[src/rtl/mcf_sink_pkg.sv]
`default_nettype none
// ============================================================================
//  Module   : mcf_sink_pkg
//  Purpose  : Shared constants, state encoding and helpers for the McF
//             stream sink (settings addresses, readback map, CVITA sizes).
//  Revision : 1.0 - initial release
// ============================================================================
package mcf_sink_pkg;

  // Settings-bus addresses
  localparam logic [7:0] SR_SINK_ENABLE_DFLT    = 8'd4;
  localparam logic [7:0] SR_SINK_SPP_DFLT       = 8'd5;
  localparam logic [7:0] SR_SINK_READY_DIV_DFLT = 8'd6;
  localparam logic [7:0] SR_SINK_CLEAR_DFLT     = 8'd7;

  // Settings reset values
  localparam logic [15:0] SPP_RESET       = 16'd768;
  localparam logic [15:0] READY_DIV_RESET = 16'd1;

  // Readback map
  localparam logic [2:0] RB_COUNTS   = 3'd0;
  localparam logic [2:0] RB_ERRORS   = 3'd1;
  localparam logic [2:0] RB_CHECKSUM = 3'd2;
  localparam logic [2:0] RB_HEADER   = 3'd3;
  localparam logic [2:0] RB_STATUS   = 3'd4;

  // CVITA header without timestamp/SID extras: 8 bytes of header word
  localparam logic [15:0] CVITA_HDR_BYTES = 16'd8;

  typedef enum logic [1:0] {
    ST_IDLE  = 2'd0,
    ST_FIRST = 2'd1,
    ST_BODY  = 2'd2
  } sink_state_t;

  // CVITA length field: payload bytes (4 per IQ sample) plus the header
  function automatic logic [15:0] expected_hdr_len(input logic [15:0] spp);
    return {spp[13:0], 2'b00} + CVITA_HDR_BYTES;
  endfunction

endpackage
`default_nettype wire

[src/rtl/mcf_ready_throttle.sv]
`default_nettype none
// ============================================================================
//  Module   : mcf_ready_throttle
//  Purpose  : Registered tready generator; asserts ready one cycle in
//             ready_div while enabled (every cycle for ready_div 0 or 1).
//  Revision : 1.0 - initial release
// ============================================================================
module mcf_ready_throttle (
  input  logic        clk,
  input  logic        reset,
  input  logic        enable_i,
  input  logic [15:0] ready_div_i,
  output logic        tready_o
);

  logic [15:0] thr_q, thr_d;
  logic        tready_q;

  // Next throttle count: wraps at ready_div-1, frozen at 0 while disabled
  always_comb begin
    thr_d = 16'd0;
    if (enable_i) begin
      if ((ready_div_i <= 16'd1) || (thr_q >= ready_div_i - 16'd1)) begin
        thr_d = 16'd0;
      end else begin
        thr_d = thr_q + 16'd1;
      end
    end
  end

  // Counter and registered ready, so tready tracks thr==0 each cycle
  always_ff @(posedge clk) begin
    if (reset) begin
      thr_q    <= 16'd0;
      tready_q <= 1'b0;
    end else begin
      thr_q    <= thr_d;
      tready_q <= enable_i && (thr_d == 16'd0);
    end
  end

  assign tready_o = tready_q;

endmodule
`default_nettype wire

[src/rtl/mcf_stream_sink.sv]
`default_nettype none
// ============================================================================
//  Module   : mcf_stream_sink
//  Purpose  : Terminal AXI-stream consumer for McF bring-up: throttled
//             tready, sample/packet counting, length/header checks,
//             running checksum and a registered statistics readback.
//  Revision : 1.0 - initial release
// ============================================================================
module mcf_stream_sink
  import mcf_sink_pkg::*;
#(
  parameter logic [7:0] SR_SINK_ENABLE    = SR_SINK_ENABLE_DFLT,
  parameter logic [7:0] SR_SINK_SPP       = SR_SINK_SPP_DFLT,
  parameter logic [7:0] SR_SINK_READY_DIV = SR_SINK_READY_DIV_DFLT,
  parameter logic [7:0] SR_SINK_CLEAR     = SR_SINK_CLEAR_DFLT
) (
  input  logic         clk,
  input  logic         reset,
  input  logic         set_stb,
  input  logic [7:0]   set_addr,
  input  logic [31:0]  set_data,
  input  logic [31:0]  i_tdata,
  input  logic         i_tlast,
  input  logic         i_tvalid,
  output logic         i_tready,
  input  logic [127:0] i_tuser,
  input  logic [2:0]   rb_addr,
  output logic [63:0]  rb_data
);

  logic        enable_q;
  logic [15:0] spp_q, ready_div_q;
  logic        clear;

  sink_state_t st_q, st_d, resume_q, resume_d, ctx, nxt;
  logic [15:0] beat_q, beat_d;
  logic [31:0] sample_q, sample_d, pkt_q, pkt_d;
  logic [31:0] len_err_q, len_err_d, hdr_err_q, hdr_err_d;
  logic [31:0] csum_q, csum_d;
  logic [63:0] hdr_q, hdr_d;
  logic [63:0] rb_q;
  logic        accept;
  logic        unused_bits;

  assign clear       = set_stb && (set_addr == SR_SINK_CLEAR);
  assign accept      = i_tvalid && i_tready;
  assign unused_bits = ^{set_data[31:16], i_tuser[63:0]};

  // Settings registers; writes become visible the cycle after the strobe
  always_ff @(posedge clk) begin
    if (reset) begin
      enable_q    <= 1'b0;
      spp_q       <= SPP_RESET;
      ready_div_q <= READY_DIV_RESET;
    end else if (set_stb) begin
      if (set_addr == SR_SINK_ENABLE)    enable_q    <= set_data[0];
      if (set_addr == SR_SINK_SPP)       spp_q       <= set_data[15:0];
      if (set_addr == SR_SINK_READY_DIV) ready_div_q <= set_data[15:0];
    end
  end

  mcf_ready_throttle u_throttle (
    .clk         (clk),
    .reset       (reset),
    .enable_i    (enable_q),
    .ready_div_i (ready_div_q),
    .tready_o    (i_tready)
  );

  // Packet FSM and statistics; IDLE remembers the packet context to resume
  always_comb begin
    resume_d  = resume_q;
    beat_d    = beat_q;
    sample_d  = sample_q;
    pkt_d     = pkt_q;
    len_err_d = len_err_q;
    hdr_err_d = hdr_err_q;
    csum_d    = csum_q;
    hdr_d     = hdr_q;
    ctx       = (st_q == ST_IDLE) ? resume_q : st_q;
    nxt       = ctx;

    if (accept) begin
      sample_d = sample_q + 32'd1;
      csum_d   = csum_q + i_tdata;
      if (ctx == ST_FIRST) begin
        hdr_d = i_tuser[127:64];
        if (i_tuser[111:96] != expected_hdr_len(spp_q)) begin
          hdr_err_d = hdr_err_q + 32'd1;
        end
      end
      if (i_tlast) begin
        if (beat_q + 16'd1 != spp_q) len_err_d = len_err_q + 32'd1;
        pkt_d  = pkt_q + 32'd1;
        beat_d = 16'd0;
        nxt    = ST_FIRST;
      end else if (beat_q == spp_q - 16'd1) begin
        // Overrun: packet reached SPP without tlast, close it here
        len_err_d = len_err_q + 32'd1;
        pkt_d     = pkt_q + 32'd1;
        beat_d    = 16'd0;
        nxt       = ST_FIRST;
      end else begin
        beat_d = beat_q + 16'd1;
        nxt    = ST_BODY;
      end
    end

    resume_d = nxt;
    st_d     = enable_q ? nxt : ST_IDLE;

    // Clear takes priority over any statistics from a simultaneous beat
    if (clear) begin
      sample_d  = 32'd0;
      pkt_d     = 32'd0;
      len_err_d = 32'd0;
      hdr_err_d = 32'd0;
      csum_d    = 32'd0;
      hdr_d     = 64'd0;
    end
  end

  // State and statistics registers
  always_ff @(posedge clk) begin
    if (reset) begin
      st_q      <= ST_IDLE;
      resume_q  <= ST_FIRST;
      beat_q    <= 16'd0;
      sample_q  <= 32'd0;
      pkt_q     <= 32'd0;
      len_err_q <= 32'd0;
      hdr_err_q <= 32'd0;
      csum_q    <= 32'd0;
      hdr_q     <= 64'd0;
    end else begin
      st_q      <= st_d;
      resume_q  <= resume_d;
      beat_q    <= beat_d;
      sample_q  <= sample_d;
      pkt_q     <= pkt_d;
      len_err_q <= len_err_d;
      hdr_err_q <= hdr_err_d;
      csum_q    <= csum_d;
      hdr_q     <= hdr_d;
    end
  end

  // Registered readback mux, one cycle of latency
  always_ff @(posedge clk) begin
    if (reset) begin
      rb_q <= 64'd0;
    end else begin
      case (rb_addr)
        RB_COUNTS:   rb_q <= {pkt_q, sample_q};
        RB_ERRORS:   rb_q <= {len_err_q, hdr_err_q};
        RB_CHECKSUM: rb_q <= {32'd0, csum_q};
        RB_HEADER:   rb_q <= hdr_q;
        RB_STATUS:   rb_q <= {st_q, 14'd0, beat_q, spp_q, ready_div_q};
        default:     rb_q <= 64'd0;
      endcase
    end
  end

  assign rb_data = rb_q;

endmodule
`default_nettype wire

[config.mk]
export PLATFORM = sky130hd
export DESIGN_NAME = mcf_stream_sink
export DESIGN_NICKNAME = d
export VERILOG_FILES = /design/src/rtl/mcf_sink_pkg.sv /design/src/rtl/mcf_ready_throttle.sv /design/src/rtl/mcf_stream_sink.sv
export SDC_FILE = /design/constraint.sdc
export NUM_CORES = 1
export LEC_CHECK = 0
export CAP_MARGIN = 20
export CORE_MARGIN = 2
export CORE_UTILIZATION = 38
export CTS_BUF_LIST = sky130_fd_sc_hd__clkbuf_8
export CTS_CLUSTER_DIAMETER = 200
export CTS_CLUSTER_SIZE = 10
export DETAILED_ROUTE_END_ITERATION = 12
export PLACE_DENSITY_LB_ADDON = 0.08
export SLEW_MARGIN = 20
export SYNTH_ARGS = -nofsm -noshare
export SYNTH_HDL_FRONTEND = slang
export SYNTH_SLANG_ARGS = --single-unit
export TNS_END_PERCENT = 30
[constraint.sdc]
create_clock -name clk -period 4.05 [get_ports clk]
set_input_delay 0.6075 -clock clk [delete_from_list [all_inputs] [get_ports clk]]
set_output_delay 0.6075 -clock clk [all_outputs]
set_load 0.02 [all_outputs]
==> impl_metrics.yaml, run 1 <==
detailed_routing:
  first_pass_iters: 6
  via_per_inst: 5.67
  routed_wl_mm: 63.3
  first_iter_violations: 1235
  num_vias: 18200
  ant_nets: 0
  remaining_drc_errors: 0
  wl_per_cell_um: 19.7
floorplan:
  dieArea_um2: 53400
  start_util_pct: 38.3
  std_cell_rows: 83
  die_w_um: 231
  core_um2: 51200
  pin_count: 273
  die_h_um: 231
yosys:
  synthCells: 2409
  yosys.area.top_type: "dfxtp_1"
  avgSynthCellArea_um2: 8.14
  synth-seq-cells: 358
  ys.flop_type: "dfxtp_1"
  yosysMostFrequentCell: "dfxtp_1"
  ys_seq_area_share_pct: 36.6
  synthTopCellsByArea: "dfxtp_1 37%, nand2_1 5.7%, a21oi_1 5.1%"
  netlist_area_um2: 19600
  synth_top_family_by_area: "simple AND/OR/NAND/NOR gates"
  ys_warn_count: 0
  synth-compound-area-share_pct: 20.4
  async_reset_ff_share_pct: 0
  synthAdderAreaFrac_pct: 3.80
  synth_top_area_share_pct: 36.6
  synthMuxAreaShare_pct: 5.10
  synth.net_count: 2676
  ys_types: 75
  synth_xor_area_share_pct: 6.30
  yosys.area_share.simple_pct: 23.4
  synth_top_cells_by_count: "358 x dfxtp_1, 297 x nand2_1, 238 x nor2_1"
  synth_edf_count: 0
timing:
  tightestPinTransition_ns: 0.985
  rsz0062_at_grt: "false"
  fin_worst_skew_ns: 0.0311
  hold_viol_final: 0
  fin_crit_sh_pct: 92.9
  worst_slack_ns: 0.288
  fmax_ghz: 0.266
  fin_crit_ns: 3.76
  setup_viol: 0
  slew_headroom_pct: 34.4
  finalSetupTns_ns: 0
  finalMaxSlewViolations: 0
outcome:
  status: "complete, no violations"
clock_tree:
  post_cts_buffers: 0
  cts.path.max_buffers: 3
  cts_tree: "built"
  clk_pin_slew_ns: 0.07
  cts_resized: 0
  clock-sinks: 358
  cts_buffers: 41
  root_buffer: "clkbuf_8"
  clock_latency_ns: 0.63
  h-tree-depth: 2
  holdBufCountCts: 0
cells_and_area:
  syn_to_final_growth_pct: 16.4
  fin_area_um2: 22800
  layout-drive-gt1-share_pct: 6.75
  n_fill_cell: 5178
  fin_cells: 3214
  final_core_util_pct: 44.6
  final_nets: 2798
placed_design:
  placedCellCount: 3168
  place_area_um2: 22200
  portBuffers: 192
  dpl.hpwl_mm: 45.6
  pre_cts_ws_ns: 0.0803
  place.gp.congestion: 0.875
pwr:
  power_density_nw_per_um2: 272
  leakage_uw: 0.00826
  peakVddDrop_mv: 0.175
critical_path:
  cp_num_buf_inv: 1
  crit_path_cell_trace: "buf_4 -> ha_1 -> nand3_1 -> o311ai_0 -> a221oi_1 -> a211oi_1 -> nand2_1 -> or4_1 -> a21oi_1"
  critPathMaxStageDelay_ns: 0.71
  cpMaxStageDelayCell: "a211oi_1"
  required_ns: 4.62
  cp-end-kind: "flop"
  cp-start-kind: "flop"
  critPathTopFamily: "compound AO/OA/AOI/OAI gates"
  worst-path-max-fanout: 14
  crit_type: "reg -> reg"
  arrival_ns: 4.33
global_route:
  grt_max_degree: 69
  grt_pass1_vias: 17300
  track_usage_pct: 23.3
  antenna_found_initial: 1
  grt_pass1_wl_mm: 98.3
  grt-ovfl-total: 0
flow_run:
  cap_violations: 0
min_path:
  hold_class: "reg -> reg"
worst register-to-register path, delay by kind of cell (launching register included):
kind / cells / cell delay [ns]
buffers and inverters: 1 / 0.22
DFF: 1 / 0.43
adders and majority gates: 1 / 0.28
and+or+nand+nor: 3 / 1.31
AOI/OAI and AO/OA: 4 / 1.48
final timing paths:
kind	from	to	slack [ns]	depth (start not counted)
setup / recovery	spp_q[2]$_SDFFE_PP0P_	hdr_err_q[30]$_SDFFE_PP0P_	0.29	9
setup reg to reg	spp_q[2]$_SDFFE_PP0P_	hdr_err_q[30]$_SDFFE_PP0P_	0.29	9
hold reg to reg	hdr_q[20]$_SDFFE_PP0P_	hdr_q[20]$_SDFFE_PP0P_	0.45	2
hold / removal	hdr_q[20]$_SDFFE_PP0P_	hdr_q[20]$_SDFFE_PP0P_	0.45	2
kinds of logic (layout without fill, tap and decap cells):
| group | count (synthesis) | count (layout) |
|---|---|---|
| and+or+nand+nor | 948 | 948 |
| AOI/OAI and AO/OA | 587 | 587 |
| DFF | 358 | 358 |
| buffers and inverters | 220 | 344 |
| xor gates and xnor gates | 141 | 141 |
| muxes | 96 | 96 |
| adders and majority gates | 59 | 59 |
| other | 0 | 1 |
area by class of cell:
type	count	area [um2]	area share, %
multi-input combinational	1831	11600	50.9
sequential	358	7170	31.4
timing repair buffer	251	2390	10.5
tap	680	851	3.73
clock buffer	44	606	2.65
inverter	48	180	0.790
clock inverter	1	7.51	0.0329
antenna	1	2.50	0.0110
stage by stage:
stage | power [uW] | hold WS [ns]
2_1_floorplan | 3810 | 0.433
3_5_place_dp | 4040 | 0.444
3_3_place_gp | 4040 | 0.438
5_1_grt | 6470 | 0.469
6_report | 6220 | 0.453
4_1_cts | 6310 | 0.455
state kept, by name, indices dropped and copies added, names as in the netlist, 32 cells and up:
register and flops:
hdr_err_q 32, sample_q 32, rb_data 64, csum_q 32, hdr_q 64, len_err_q 32
pkt_q 32
layout by cell type, fill, tap and decap left out, drive strengths merged, types with 32 or more instances in the layout:
master / netlist / final
or4: 33 / 33
nand2b: 37 / 37
buf: 39 / 62
nand2: 297 / 297
mux2i: 65 / 65
o22a: 32 / 32
nand4: 61 / 61
nor3: 45 / 45
a21oi: 199 / 199
nor2: 239 / 239
xnor2: 79 / 79
clkdlybuf4s50: 0 / 189
nand3: 80 / 80
o21ai: 47 / 47
dfxtp: 358 / 358
ha: 58 / 58
and3: 39 / 39
a22oi: 100 / 100
xor2: 62 / 62
clkbuf: 133 / 44
inv: 48 / 48
metal layers:
| metal | routed length (um) | track usage [%] | share of wire [%] |
|---|---|---|---|
| met1 | 28600 | 30.9 | 45 |
| met2 | 29600 | 38.5 | 47 |
| met3 | 3100 | 3.24 | 4.9 |
| met4 | 2020 | 8.73 | 3.2 |
| met5 | 0 | 0 | 0 |
power breakdown:
group	total [uW]	switching [uW]	leakage [uW]	internal [uW]
combinational	440	251	0.00506	189
clock	2260	1290	0.000317	965
sequential	3520	1.43	0.00288	3520
No activity file was read; power rests on OpenSTA's default activity.
==> inputs of run 2 (changes only) <==
--- a/config.mk
+++ b/config.mk
@@ -12,6 +12,7 @@
 export CTS_CLUSTER_DIAMETER = 200
 export CTS_CLUSTER_SIZE = 10
 export DETAILED_ROUTE_END_ITERATION = 12
+export DONT_BUFFER_PORTS = 1
 export PLACE_DENSITY_LB_ADDON = 0.08
 export SLEW_MARGIN = 20
 export SYNTH_ARGS = -nofsm -noshare
==> run 2 against run 1 <==
  * Clock skew decreased by 0.0057 ns
  * Clock power hardly changed
  * Setup slack gained 0.063 ns
==> impl_metrics.yaml, run 2 (same netlist as run 1, synthesis figures left out) <==
clock_tree:
  cts_buffers: 41
  cts_tree: "built"
  cts.path.max_buffers: 3
  h-tree-depth: 2
  holdBufCountCts: 0
  post_cts_buffers: 0
  clk_pin_slew_ns: 0.09
  clock-sinks: 358
  cts_resized: 0
  root_buffer: "clkbuf_8"
  clock_latency_ns: 0.63
critical_path:
  cp_num_buf_inv: 2
  reg2reg_to: "len_err_q[25]$_SDFFE_PP0P_"
  reg2reg_slack_ns: 0.35
  crit_type: "reg -> reg"
  crit_path_cell_trace: "inv_1 -> ha_1 -> or3b_1 -> nor2_2 -> nand4_1 -> a221oi_1 -> a41o_2 -> nand3_4 -> buf_12 -> or4_1 -> a21oi_1"
  required_ns: 4.62
  arrival_ns: 4.26
  critPathTopFamily: "simple AND/OR/NAND/NOR gates"
  reg2reg_depth: 11
  cp-end-kind: "flop"
  cpMaxStageDelayCell: "or4_1"
  r2r_start: "spp_q[2]$_SDFFE_PP0P_"
  critPathMaxStageDelay_ns: 0.51
  cp-start-kind: "flop"
  worst-path-max-fanout: 38
pwr:
  power_density_nw_per_um2: 288
  leakage_uw: 0.00749
  peakVddDrop_mv: 0.227
global_route:
  grt-ovfl-total: 0
  grt_pass1_wl_mm: 98.6
  grt_max_degree: 83
  track_usage_pct: 23.5
  antenna_found_initial: 1
  grt_pass1_vias: 16600
timing:
  fin_crit_ns: 3.70
  fin_crit_sh_pct: 91.3
  finalSetupTns_ns: 0
  setup_viol: 0
  tightestPinTransition_ns: 1.08
  fin_worst_skew_ns: 0.0254
  finalMaxSlewViolations: 0
  fmax_ghz: 0.270
  hold_viol_final: 0
  slew_headroom_pct: 27.8
cells_and_area:
  n_fill_cell: 5259
  layout_commonest_cell: "dfxtp_1"
  layout-drive-gt1-share_pct: 6.78
  final_core_util_pct: 40.7
  layout_common_cells: "358 x dfxtp_1, 296 x nand2_1, 236 x nor2_1"
  final_nets: 2599
  syn_to_final_growth_pct: 6.20
detailed_routing:
  via_per_inst: 5.79
  wl_per_cell_um: 21.2
  remaining_drc_errors: 0
  ant_nets: 0
  first_pass_iters: 6
  first_iter_violations: 1294
  routed_wl_mm: 63.8
  num_vias: 17400
floorplan:
  core_um2: 51200
  std_cell_rows: 83
  die_w_um: 231
  pin_count: 273
  die_h_um: 231
  dieArea_um2: 53400
  start_util_pct: 38.3
min_path:
  hold_class: "in -> reg"
  worstHoldEndpoint: "beat_q[6]$_SDFFE_PP0P_"
  min_delay_path_depth: 1
  min_from: "reset"
outcome:
  status: "complete, no violations"
placed_design:
  place.gp.congestion: 0.867
  portBuffers: 0
  dpl.hpwl_mm: 45.5
flow_run:
  cap_violations: 0
[run 2: cell count changes in the layout (fill, tap and decap cells not counted)]
cell             before  now
buf_2                 3    0
nor4_1               25   26
clkinvlp_4            1    0
diode_2               1    2
buf_4                56   49
nor4_2                1    0
clkbuf_8             44   42
a21o_1               24   23
a21o_2                0    1
clkdlybuf4s50_1     189    0
[run 2: routing by layer]
| metal | track usage [%] | vias to the layer above | share of wire (%) |
|---|---|---|---|
| li1 | - | 8569 | - |
| met1 | 31.1 | 8256 | 45 |
| met2 | 38.1 | 507 | 46 |
| met3 | 3.96 | 116 | 5.6 |
| met4 | 9.07 | 0 | 3.6 |
| met5 | 0 | - | 0 |
[run 2: how the worst max path moves through the flow]
stage	startpoint	end	cells after the start
floorplan	ready_div_q[2]$_SDFFE_PP0P_	u_throttle.thr_q[10]$_SDFF_PP0_	15
global placement	spp_q[2]$_SDFFE_PP0P_	hdr_err_q[11]$_SDFFE_PP0P_	10
detailed placement	spp_q[2]$_SDFFE_PP0P_	hdr_err_q[17]$_SDFFE_PP0P_	10
CTS	spp_q[2]$_SDFFE_PP0P_	hdr_err_q[11]$_SDFFE_PP0P_	10
global route	spp_q[2]$_SDFFE_PP0P_	hdr_err_q[8]$_SDFFE_PP0P_	11
finish	spp_q[2]$_SDFFE_PP0P_	len_err_q[25]$_SDFFE_PP0P_	11
[run 2: layout make-up]
| type | count | area, um2 | area share [%] |
|---|---|---|---|
| sequential | 358 | 7170 | 34.4 |
| antenna | 2 | 5.00 | 0.0240 |
| multi-input combinational | 1831 | 11600 | 55.8 |
| tap | 680 | 851 | 4.09 |
| timing repair buffer | 52 | 428 | 2.06 |
| inverter | 48 | 180 | 0.865 |
| clock buffer | 42 | 578 | 2.78 |
[run 2: report_power, final]
part	internal, uW	switching (uW)
registers	3520	2.17
clock network	923	1300
logic	75.6	172
total	4520	1480
[run 2: metrics by stage]
| stage | instance area, um2 | worst slack (ns) | std cells | power [uW] | hold slack, ns |
|---|---|---|---|---|---|
| floorplan | 19600 | 0.714 | 2409 | 3810 | 0.433 |
| global placement | 20200 | 0.210 | 2969 | 3850 | 0.440 |
| detailed placement | 20200 | 0.160 | 2969 | 3850 | 0.444 |
| CTS | 20800 | 0.139 | 3011 | 6090 | 0.0185 |
| global route | 20800 | -0.00181 | 3011 | 6240 | 0.0306 |
| finish | 20800 | 0.351 | 3013 | 6000 | 0.0518 |
==> inputs of run 3 (changes only) <==
--- a/config.mk
+++ b/config.mk
@@ -6,6 +6,7 @@
 export NUM_CORES = 1
 export LEC_CHECK = 0
 export CAP_MARGIN = 20
+export CORE_ASPECT_RATIO = 1.2
 export CORE_MARGIN = 2
 export CORE_UTILIZATION = 38
 export CTS_BUF_LIST = sky130_fd_sc_hd__clkbuf_8
@@ -13,6 +14,7 @@
 export CTS_CLUSTER_SIZE = 10
 export DETAILED_ROUTE_END_ITERATION = 12
 export DONT_BUFFER_PORTS = 1
+export GPL_ROUTABILITY_DRIVEN = 0
 export PLACE_DENSITY_LB_ADDON = 0.08
 export SLEW_MARGIN = 20
 export SYNTH_ARGS = -nofsm -noshare
==> constraint.sdc (replaced) <==
create_clock -name clk -period 3.1 [get_ports clk]
set_input_delay 0.465 -clock clk [delete_from_list [all_inputs] [get_ports clk]]
set_output_delay 0.465 -clock clk [all_outputs]
set_load 0.02 [all_outputs]
==> run 3 against run 2 <==
  * The run now ends with setup timing left
  * Maximum frequency rose by 13%
  * Clock power up 35%
  * Via count is 4.8% higher
  * Combinational power increased by 87%
  * Critical path type unchanged
  * Clock skew is 0.0060 ns higher
  * Non-clock buffer count up 185
  * Largest power group unchanged
  * Setup slack worse by 0.52 ns
  * Global-route usage increased by 0.91 points
  * Critical path depth increased by 1
  * Sequential share of layout area shrank 3.2 points
  * Die area is essentially flat
  * Core utilization rose by 4.2 points
==> impl_metrics.yaml, run 3 (same netlist as run 1, synthesis figures left out) <==
detailed_routing:
  first_iter_violations: 1281
  first_pass_iters: 5
  num_vias: 18300
  wl_per_cell_um: 21.4
  routed_wl_mm: 67.7
  ant_nets: 0
  via_per_inst: 5.77
  remaining_drc_errors: 0
timing:
  fin_worst_skew_ns: 0.0314
  slew_headroom_pct: 41.3
  setup_viol: 40
  worst_slack_ns: -0.164
  hold-worst-slack_ns: 0.0484
  rsz0062_at_grt: "true"
  finalMaxSlewViolations: 0
  fmax_ghz: 0.306
  finalSetupTns_ns: -2.63
  fin_crit_ns: 3.26
  hold_viol_final: 0
  tightestPinTransition_ns: 0.880
  fin_crit_sh_pct: 105
cells_and_area:
  final_core_util_pct: 44.8
  n_fill_cell: 5154
  final_nets: 2784
  layout_common_cells: "353 x dfxtp_1, 295 x nand2_1, 232 x nor2_1"
  fin_cells: 3171
  layout_commonest_cell: "dfxtp_1"
  layout-drive-gt1-share_pct: 12.8
  syn_to_final_growth_pct: 17.2
  fin_area_um2: 23000
pwr:
  p_switching_uw: 2030
  p_int_uw: 6050
  leakage_uw: 0.00857
  seq_power_share_pct: 57.0
  power_frac_clock_pct: 37.3
  power_density_nw_per_um2: 352
  comb_power_share_pct: 5.7
  p_sw_share_pct: 25.1
  peakVddDrop_mv: 0.249
global_route:
  track_usage_pct: 24.4
  grt_max_degree: 82
  antenna_found_initial: 2
  grt-ovfl-total: 0
  grt_pass1_vias: 17300
  grt_pass1_wl_mm: 101
floorplan:
  dieArea_um2: 53400
  die_h_um: 253
  start_util_pct: 38.3
  std_cell_rows: 91
  core_um2: 51200
  die_w_um: 211
  pin_count: 273
clock_tree:
  clock-sinks: 358
  cts_buffers: 41
  clock_latency_ns: 0.63
  clk_pin_slew_ns: 0.07
  root_buffer: "clkbuf_8"
  h-tree-depth: 2
  cts.path.max_buffers: 3
  cts_tree: "built"
critical_path:
  arrival_ns: 3.80
  required_ns: 3.64
  startpoint: "spp_q[0]$_SDFFE_PP0P_"
  cp-start-kind: "flop"
  crit_type: "reg -> reg"
  r2r_start: "spp_q[0]$_SDFFE_PP0P_"
  cp-end-kind: "flop"
  worst-path-max-fanout: 8
placed_design:
  dpl.hpwl_mm: 47.2
  portBuffers: 0
  place_area_um2: 21000
  placedCellCount: 3030
min_path:
  min_from: "i_tuser[78]"
  hold_class: "in -> reg"
outcome:
  violations: "setup timing"
  status: "complete, but fails checks"
flow_run:
  cap_violations: 0
-- run 3: changes by cell type in the layout (fill, tap and decap cells not counted), sizes merged --
cell,before,now
clkinvlp,0,1
diode,2,1
clkbuf,42,48
buf,52,154
dlygate4sd3,0,79
-- run 3: final timing paths --
check             cells past startpoint                     end  slack, ns
setup / recovery                     12   pkt_q[9]$_SDFFE_PP0P_      -0.16
hold / removal                        2  hdr_q[14]$_SDFFE_PP0P_       0.05
setup reg to reg                     12   pkt_q[9]$_SDFFE_PP0P_      -0.16
hold reg to reg                       2   hdr_q[3]$_SDFFE_PP0P_       0.45
-- run 3: power by group through the flow --
stage | clock network, uW | registers [uW] | logic, uW
2_1_floorplan | 0 | 4710 | 273
3_3_place_gp | 0 | 4710 | 344
3_5_place_dp | 0 | 4710 | 348
4_1_cts | 3150 | 4600 | 455
5_1_grt | 3320 | 4600 | 498
6_report | 3010 | 4600 | 463
-- run 3: cell type report --
cell class,instances,area [um2],area share (%)
Antenna cell,1,2.50,0.0109
Clock buffer,44,606,2.64
Clock inverter,1,7.51,0.0327
Inverter,48,183,0.795
Multi-Input combinational cell,1831,11900,51.9
Sequential cell,358,7170,31.2
Tap cell,651,815,3.55
Timing Repair Buffer,237,2260,9.82
-- run 3: metal layers --
layer	wire length [um]	track usage [%]	up-vias
li1	-	-	8947
met1	28900	30.5	8793
met2	33100	41.9	440
met3	3240	3.98	114
met4	2480	9.32	0
met5	0	0	-
-- run 3: what timing repair did --
action | 4_1_cts | 5_1_grt
cloned | 0 | 4
gates resized for setup | 8 | 69
hold buffers | 80 | 0
pin swaps | 2 | 43
endpoints found under the setup margin | 37 | 110
endpoints found under the hold margin | 108 | 0
setup buffers | 3 | 9
-- run 3: through the flow --
| step | total power, uW | worst slack, ns |
|---|---|---|
| 3_3_place_gp | 5050 | -0.100 |
| 6_report | 8070 | -0.164 |
| 5_1_grt | 8410 | -0.253 |
| 2_1_floorplan | 4980 | 0.00403 |
| 4_1_cts | 8200 | -0.0763 |
| 3_5_place_dp | 5050 | -0.158 |
-- run 3: critical path, stage by stage (launching register included) --
cell	delay, ns
dfxtp_2	0.35
inv_2	0.06
ha_4	0.12
or3b_4	0.38
or4_1	0.47
o311a_1	0.15
o311a_4	0.34
a31oi_4	0.21
nand3_4	0.13
buf_6	0.18
clkbuf_16	0.17
or4_1	0.50
a21oi_1	0.13
